File: src/rtl/com_to_2.sv
// Sign-controlled two's-complement converter with registered result and valid.
// Define COM_TO_2_FLAGS_EN to add the registered zero/ovf status outputs.
module com_to_2 #(
  parameter int unsigned WIDTH = 4
) (
  input  logic             clk,
  input  logic             rst,
  input  logic             sin,
  input  logic [WIDTH-1:0] a,
  input  logic             in_valid,
  output logic [WIDTH-1:0] neg_a,
  output logic             out_valid
`ifdef COM_TO_2_FLAGS_EN
  ,
  output logic             zero,
  output logic             ovf
`endif
);

  localparam logic [WIDTH-1:0] ONE     = WIDTH'(1);
  localparam logic [WIDTH-1:0] MOST_NEG = {1'b1, {(WIDTH-1){1'b0}}};

  logic [WIDTH-1:0] w_result;
  logic [WIDTH-1:0] r_neg_a;
  logic             r_out_valid;

  // Carry out of the increment is dropped by the WIDTH-bit result.
  always_comb begin
    w_result = a;
    if (sin) w_result = ~a + ONE;
  end

  always_ff @(posedge clk or posedge rst) begin
    if (rst) begin
      r_neg_a     <= '0;
      r_out_valid <= 1'b0;
    end else begin
      r_out_valid <= in_valid;
      if (in_valid) r_neg_a <= w_result;
    end
  end

  assign neg_a     = r_neg_a;
  assign out_valid = r_out_valid;

`ifdef COM_TO_2_FLAGS_EN
  logic w_zero;
  logic w_ovf;
  logic r_zero;
  logic r_ovf;

  assign w_zero = (w_result == '0);
  assign w_ovf  = sin && (a == MOST_NEG);

  always_ff @(posedge clk or posedge rst) begin
    if (rst) begin
      r_zero <= 1'b0;
      r_ovf  <= 1'b0;
    end else if (in_valid) begin
      r_zero <= w_zero;
      r_ovf  <= w_ovf;
    end
  end

  assign zero = r_zero;
  assign ovf  = r_ovf;
`else
  logic w_unused;
  assign w_unused = ^MOST_NEG;
`endif

endmodule

File: config.mk
export PLATFORM = sky130hd
export DESIGN_NAME = com_to_2
export DESIGN_NICKNAME = d
export VERILOG_FILES = /design/src/rtl/com_to_2.sv
export SDC_FILE = /design/constraint.sdc
export NUM_CORES = 1
export LEC_CHECK = 0
export ABC_CLOCK_PERIOD_IN_PS = 1000
export CAP_MARGIN = 25
export CORE_AREA = 2 2 39 41
export DETAILED_ROUTE_END_ITERATION = 8
export DIE_AREA = 0 0 41 43
export PLACE_DENSITY = 0.49
export SLEW_MARGIN = 20
export SYNTH_ARGS = -nofsm -noshare
export SYNTH_HDL_FRONTEND = slang
export SYNTH_SLANG_ARGS = --single-unit
File: constraint.sdc
create_clock -name clk -period 1 [get_ports clk]
set_input_delay 0.2 -clock clk [delete_from_list [all_inputs] [get_ports clk]]
set_output_delay 0.2 -clock clk [all_outputs]
set_load 0.05 [all_outputs]
# Word level (Yosys, flattened, before mapping)
# Cells that the tools add are included.
[totals]
elab_cells = 5
ff_bits = 5
[classes]
n_addsub = 1
bitwise = 1
muxes = 1
[ops]
columns = ["op", "count"]
rows = [
  ["$add A4 B1 Y4 const B", 1],
  ["$mux W4", 1],
  ["$not A4 Y4", 1],
]

# Longest topological paths before layout
# Gate-level depths: netlist of run 1.
[depth]
ltp_word = 3
ltp_mapped = 5
depth_no_buf = 5

# Least setup slack after synthesis of run 1
# No wires, ideal clock.
[synth_path]
path_kind = "register to register"
startpoint = "register, netlist name neg_a[0]"
endpoint = "register r_neg_a[0], in the netlist neg_a[0]"
path_stages_with_launch = 2
period_less_slack_ns = 0.988
t_required_ns = 0.875
arrival_ns = 0.863
path_slack_ns = 0.012
n_path_buf = 0
path_cell_list = "dfrtp_1 > mux2_2"
[synth_rtl]
columns = ["element", "line", "source"]
rows = [
  ["to (signal assigned)", "39", "if (in_valid) r_neg_a <= w_result;"],
  ["to (decl)", "24", "logic [WIDTH-1:0] r_neg_a;"],
]

# Final worst setup path of run 1
[layout_path]
startpoint = "register r_neg_a[0], in the netlist neg_a[0]"
endpoint = "output port neg_a[0]"
[layout_rtl]
columns = ["element", "line", "source"]
rows = [
  ["to (decl)", "11", "output logic [WIDTH-1:0] neg_a,"],
]
# No word-level cell between the ends.

==> results of run 1 <==
-- worst max path at each step --
stage,startpoint,slack (ns),cells past startpoint,to
CTS,neg_a[1]$_DFFE_PP0P_,-0.02,1,neg_a[1]
floorplan,neg_a[0]$_DFFE_PP0P_,0.01,1,neg_a[0]$_DFFE_PP0P_
global route,neg_a[1]$_DFFE_PP0P_,-0.03,1,neg_a[1]
finish,neg_a[0]$_DFFE_PP0P_,-0.008,1,neg_a[0]
detailed placement,a[0],-0.46,6,neg_a[2]$_DFFE_PP0P_
global placement,a[0],-0.43,6,neg_a[2]$_DFFE_PP0P_
-- metrics by stage --
step                      cells  hold WS, ns
after floorplan              21      -0.0215
after global placement       53        0.406
after detailed placement     53        0.413
after CTS                    58        0.153
after global routing         58        0.188
final                        58        0.152
-- where the power goes --
group / switching (W) / internal [W]
clock: 0.0000822 / 0.000151
combinational: 0.000129 / 0.000140
sequential: 0.0000232 / 0.000225
-- per-layer routing --
metal / share of wire, % / up-vias
met5: 0 / -
met3: 14 / 2
met4: 3.0 / 0
met2: 46 / 15
li1: - / 111
met1: 37 / 109
-- sequential cells by signal, indices dropped and copies added (netlist names) --
register   flops
out_valid      1
neg_a          4
-- placed cells by master, fill, tap and decap left out --
cell type	count
mux2_2	1
inv_1	3
clkdlybuf4s50_1	3
a21oi_1	3
clkbuf_4	3
dlymetal6s2s_1	1
ha_1	1
xor2_1	1
xnor2_1	1
dlygate4sd2_1	3
buf_12	5
o31ai_4	1
dfrtp_1	5
and2b_1	1
nor2_1	3
buf_4	5
clkbuf_1	1
mux2i_1	1
-- final cells by class --
class | instances | area [sq um]
clock buffer | 4 | 26.3
fill | 135 | 888
inverter | 3 | 11.3
multi-input combinational | 13 | 106
sequential | 5 | 125
tap | 16 | 20.0
timing repair buffer | 17 | 206
-- cell families (layout without fill, tap and decap cells) --
family                     after synthesis  in the layout  share of synthesized area, %
DFF                                      5              5                          53.5
and+or+nand+nor                          4              4                          8.02
muxes                                    2              2                          9.09
adders and majority gates                1              1                          5.35
AOI/OAI and AO/OA                        4              4                          11.8
buffers and inverters                    3             24                          4.81
xor gates and xnor gates                 2              2                          7.49
-- what timing repair did --
item / 4_1_cts / 5_1_grt
setup endpoints to repair: 8 / 7
gates resized for setup: 3 / 2
pin swaps: 2 / 4
buffers inserted: 1 / 0
==> reports/qor.csv, run 1 <==
metric,value,unit
status,finished with violations,
failing checks,setup timing,
crit-path max FO,2,
CP startpoint kind,flip-flop,
register bit total from synthesis,5,
relative slew slack,86.6,%
leakage power,0.242,nW
Arrival @ worst endpoint,0.81,ns
worst path bufs/invs,1,
Max clock buf depth,2,
Max Cap Viol,0,
GRT Overall Usage,9.49,%
DRT antenna net count,0,
initial antenna violation count,0,
via count,237,
post-synthesis async set-or-reset flop share,100,%
largest net degree at the start of global routing,8,
reg2reg setup slack,0.20,ns
synth unique cells,11,
grt ovf,0,
vias per cell,4.09,
met3 usage,5.24,%
die area,1760,sq um
RSZ-0062 raised after global routing,yes,
Final WS setup,-0.00779,ns
Reg-to-Reg Start,neg_a[3]$_DFFE_PP0P_,
layout cells sized above 1,35.7,%
maximum vdd drop,0.000587,V
Worst Max-Slew Pin Slew,0.200,ns
post-place setup slack,-0.464,ns
syn_area_per_cell,11.1,sq um
Synth Warn #,0,
Setup TNS,-0.0173,ns
critical path's slowest cell,dfrtp_1,
crit path capture type,primary output,
final critical-path share of the clock period,101,%
grt met1 use,9.18,%
grt peak-use layer,met2,
post-synth net total,30,
fmax,992,MHz
M2 GR Usage,13.8,%
final slew viol count,0,
clock skew,0,ns
root buffer cell,clkbuf_4,
DP Wirelength,530,um
Core ar.,1380,sq um
# setup viols final,3,
WS Path Type,reg -> out,
I/O Buffers,12,
worst skew pair latency,0.24,ns
CTS tree,yes,
Area Overhead vs Synth,112,%
diodes inserted,0,
Worst EP required,0.80,ns
clock sink count,5,
H-tree depth,1,
Layout Nets,52,
register area share after synthesis,53.5,%
Post-CTS Hold Buffers,0,
"Top FF cell, synth",dfrtp_1,
crit-path max cell delay,0.40,ns
Final min period,1.01,ns
worst path cell trace,buf_12,
Initial Util,16.9,%
Num CTS Buffers,3,
final hold violation count,0,
first-pass GRT wire length,1030,um
die width,41,um
biggest area consumer among synthesized cells,dfrtp_1,
R2R Path End,neg_a[3]$_DFFE_PP0P_,
row cnt,14,
Final Cell Area,495,sq um
Reg2Reg Depth,3,
Clock transition at path regs,0.04,ns
placement-stage cell area,454,sq um
area share of the largest cell type after synthesis,53.5,%
fin util,35.8,%
IO Pins,13,
CP top delay family,flip-flops,
Die H,43,um
Area contributors post-synth,"dfrtp_1, a21oi_1, ha_1, o31ai_2, inv_1",
vias in the first global route,268,
number of flops mapped to enable cells by yosys,0,
GP Congestion,0.637,
DRC Markers,0,
most common cell in the netlist,dfrtp_1,
WL/cell,11.0,um
mapped cell area,234,sq um
Initial DRC Count,1,
total power,0.000750,W
WL final,637,um
Synth top cells by count,"dfrtp_1, a21oi_1, inv_1, nor2_1",
Worst Hold Class,in -> async,
PwrDens,1510,nW/um^2
Pre-antenna DRT Iters,2,
Post-Synthesis Cells,21,
Note: power is estimated with default switching activity, not from simulation.
==> run 2: changes to the inputs <==
--- a/config.mk
+++ b/config.mk
@@ -5,7 +5,7 @@
 export SDC_FILE = /design/constraint.sdc
 export NUM_CORES = 1
 export LEC_CHECK = 0
-export ABC_CLOCK_PERIOD_IN_PS = 1000
+export ABC_CLOCK_PERIOD_IN_PS = 1040
 export CAP_MARGIN = 25
 export CORE_AREA = 2 2 39 41
 export DETAILED_ROUTE_END_ITERATION = 8
==> constraint.sdc (replaced) <==
create_clock -name clk -period 1.04 [get_ports clk]
set_input_delay 0.208 -clock clk [delete_from_list [all_inputs] [get_ports clk]]
set_output_delay 0.208 -clock clk [all_outputs]
set_load 0.05 [all_outputs]
==> run 2 against run 1 <==
  * Critical endpoint is now neg_a[1]
  * Largest power group unchanged
  * Cell count fell by 1.7%
  * Final area fell by 3.0%
  * Sequential share of layout area rose by 0.79 points
  * The run now ends clean
  * Critical path type unchanged
  * Largest cell class unchanged
==> reports/qor.csv, run 2 (same netlist as run 1, synthesis figures left out) <==
metric,value,unit,change
Fillers,143,,was 135
layout cells sized above 1,34.1,%,was 35.7%
first-pass GRT wire length,1010,um,was 1030 um
Max clock buf depth,2,,unchanged
final slew viol count,0,,unchanged
CP startpoint kind,flip-flop,,unchanged
DP Wirelength,501,um,was 530 um
crit path capture type,primary output,,unchanged
Max Cap Viol,0,,unchanged
H-tree depth,1,,unchanged
# setup viols final,0,,was 3
GRT Overall Usage,9.22,%,was 9.49%
maximum vdd drop,0.000876,V,was 0.000587 V
vias in the first global route,244,,was 268
diodes inserted,0,,unchanged
grt ovf,0,,unchanged
worst skew pair latency,0.23,ns,was 0.24 ns
Post-CTS Setup Inserts,0,,was 1
largest net degree at the start of global routing,8,,unchanged
Initial Util,16.9,%,unchanged
crit-path max cell delay,0.41,ns,was 0.40 ns
Num CTS Buffers,3,,unchanged
Initial DRC Count,2,,was 1
Worst Max-Slew Pin Slew,0.229,ns,was 0.200 ns
total power,0.000706,W,was 0.000750 W
worst path cell trace,buf_12,,unchanged
crit-path max FO,2,,unchanged
Clock transition at path regs,0.05,ns,was 0.04 ns
RSZ-0062 raised after global routing,yes,,unchanged
Layout Nets,51,,was 52
PwrDens,1470,nW/um^2,was 1510 nW/um^2
area of the multi-input gates,97.6,sq um,was 106 sq um
initial antenna violation count,0,,unchanged
clock sink count,5,,unchanged
WL final,615,um,was 637 um
"commonest non-fill, non-tap cells in the layout","dfrtp_1, buf_12, clkdlybuf4s50_1, buf_4",,"was dfrtp_1, buf_12, buf_4"
Pre-antenna DRT Iters,2,,unchanged
DRT antenna net count,0,,unchanged
Setup TNS,0,ns,was -0.0173 ns
root buffer cell,clkbuf_4,,unchanged
max reg flops,4,,unchanged
CTS tree,yes,,unchanged
die area,1760,sq um,unchanged
relative slew slack,84.7,%,was 86.6%
WL/cell,10.8,um,was 11.0 um
status,"complete, no violations",,was finished with violations
leakage power,0.234,nW,was 0.242 nW
Arrival @ worst endpoint,0.82,ns,was 0.81 ns
critical path's slowest cell,dfrtp_1,,unchanged
via count,218,,was 237
clock skew,0,ns,unchanged
Worst EP required,0.83,ns,was 0.80 ns
DRC Markers,0,,unchanged
final critical-path share of the clock period,98.4,%,
fmax,977,MHz,
final hold violation count,0,,unchanged
WS Path Type,reg -> out,,unchanged
GP Congestion,0.617,,was 0.637
CP top delay family,flip-flops,,unchanged
I/O Buffers,12,,unchanged
row cnt,14,,unchanged
worst path bufs/invs,1,,unchanged
Final min period,1.02,ns,
vias per cell,3.82,,was 4.09
Area Overhead vs Synth,105,%,was 112%
Worst Hold Class,in -> async,,unchanged
die width,41,um,unchanged
Core ar.,1380,sq um,unchanged
IO Pins,13,,unchanged
storage element area,125,sq um,unchanged
Die H,43,um,unchanged
run 2: cell count changes in the layout (fill, tap and decap cells not counted), sizes merged:
cell | previous run | this run
dlygate4sd2 | 3 | 2
clkdlybuf4s50 | 3 | 4
buf | 10 | 9
run 2: layout make-up:
class / count / area share (%)
inverter: 3 / 2.34
clock buffer: 4 / 5.47
multi-input combinational: 13 / 20.3
tap: 16 / 4.17
sequential: 5 / 26.0
timing repair buffer: 16 / 41.7
run 2: through the flow:
step / utilization (%) / hold slack [ns] / area, sq um / worst slack (ns) / instances
2_1_floorplan: - / -0.0135 / 234 / 0.0518 / 21
3_3_place_gp: 32.8 / 0.413 / 454 / -0.391 / 53
3_5_place_dp: 32.8 / 0.423 / 454 / -0.396 / 53
4_1_cts: 34.5 / 0.163 / 478 / 0.00807 / 57
5_1_grt: 34.7 / 0.181 / 480 / -0.0129 / 57
6_report: 34.7 / 0.164 / 480 / 0.0169 / 57
run 2: timing repair:
item                                    4_1_cts  5_1_grt
endpoints found under the setup margin        3        3
pin swaps                                     1        2
hold buffers                                  0        0
resized for setup                             2        1
run 2: final timing paths:
check | start | endpoint | slack [ns] | cells after the start
worst max-delay path | neg_a[1]$_DFFE_PP0P_ | neg_a[1] | 0.02 | 1
worst min-delay path | rst | neg_a[2]$_DFFE_PP0P_ | 0.16 | 2
worst max register to register | neg_a[0]$_DFFE_PP0P_ | neg_a[0]$_DFFE_PP0P_ | 0.25 | 1
worst min register to register | neg_a[2]$_DFFE_PP0P_ | neg_a[2]$_DFFE_PP0P_ | 0.59 | 2
max in group asynchronous | rst | neg_a[0]$_DFFE_PP0P_ | 0.71 | 2
min in group clk | a[2] | neg_a[2]$_DFFE_PP0P_ | 0.43 | 4
run 2: metal layers:
metal  up-vias  share of wire, %  wire, um  global-route usage, %
met3         0                15        93                   8.38
li1        108                 -         -                      -
met2        15                43       262                   11.6
met5         -                 0         0                      0
met4         0                 0         0                   4.00
met1        95                42       259                   10.6
run 2: power by group:
group	switching, W	internal, W	leakage [nW]
Sequential	0.0000232	0.000216	0.0568
Combinational	0.000118	0.000129	0.163
Clock	0.0000745	0.000145	0.0150
Total	0.000216	0.000490	0.234
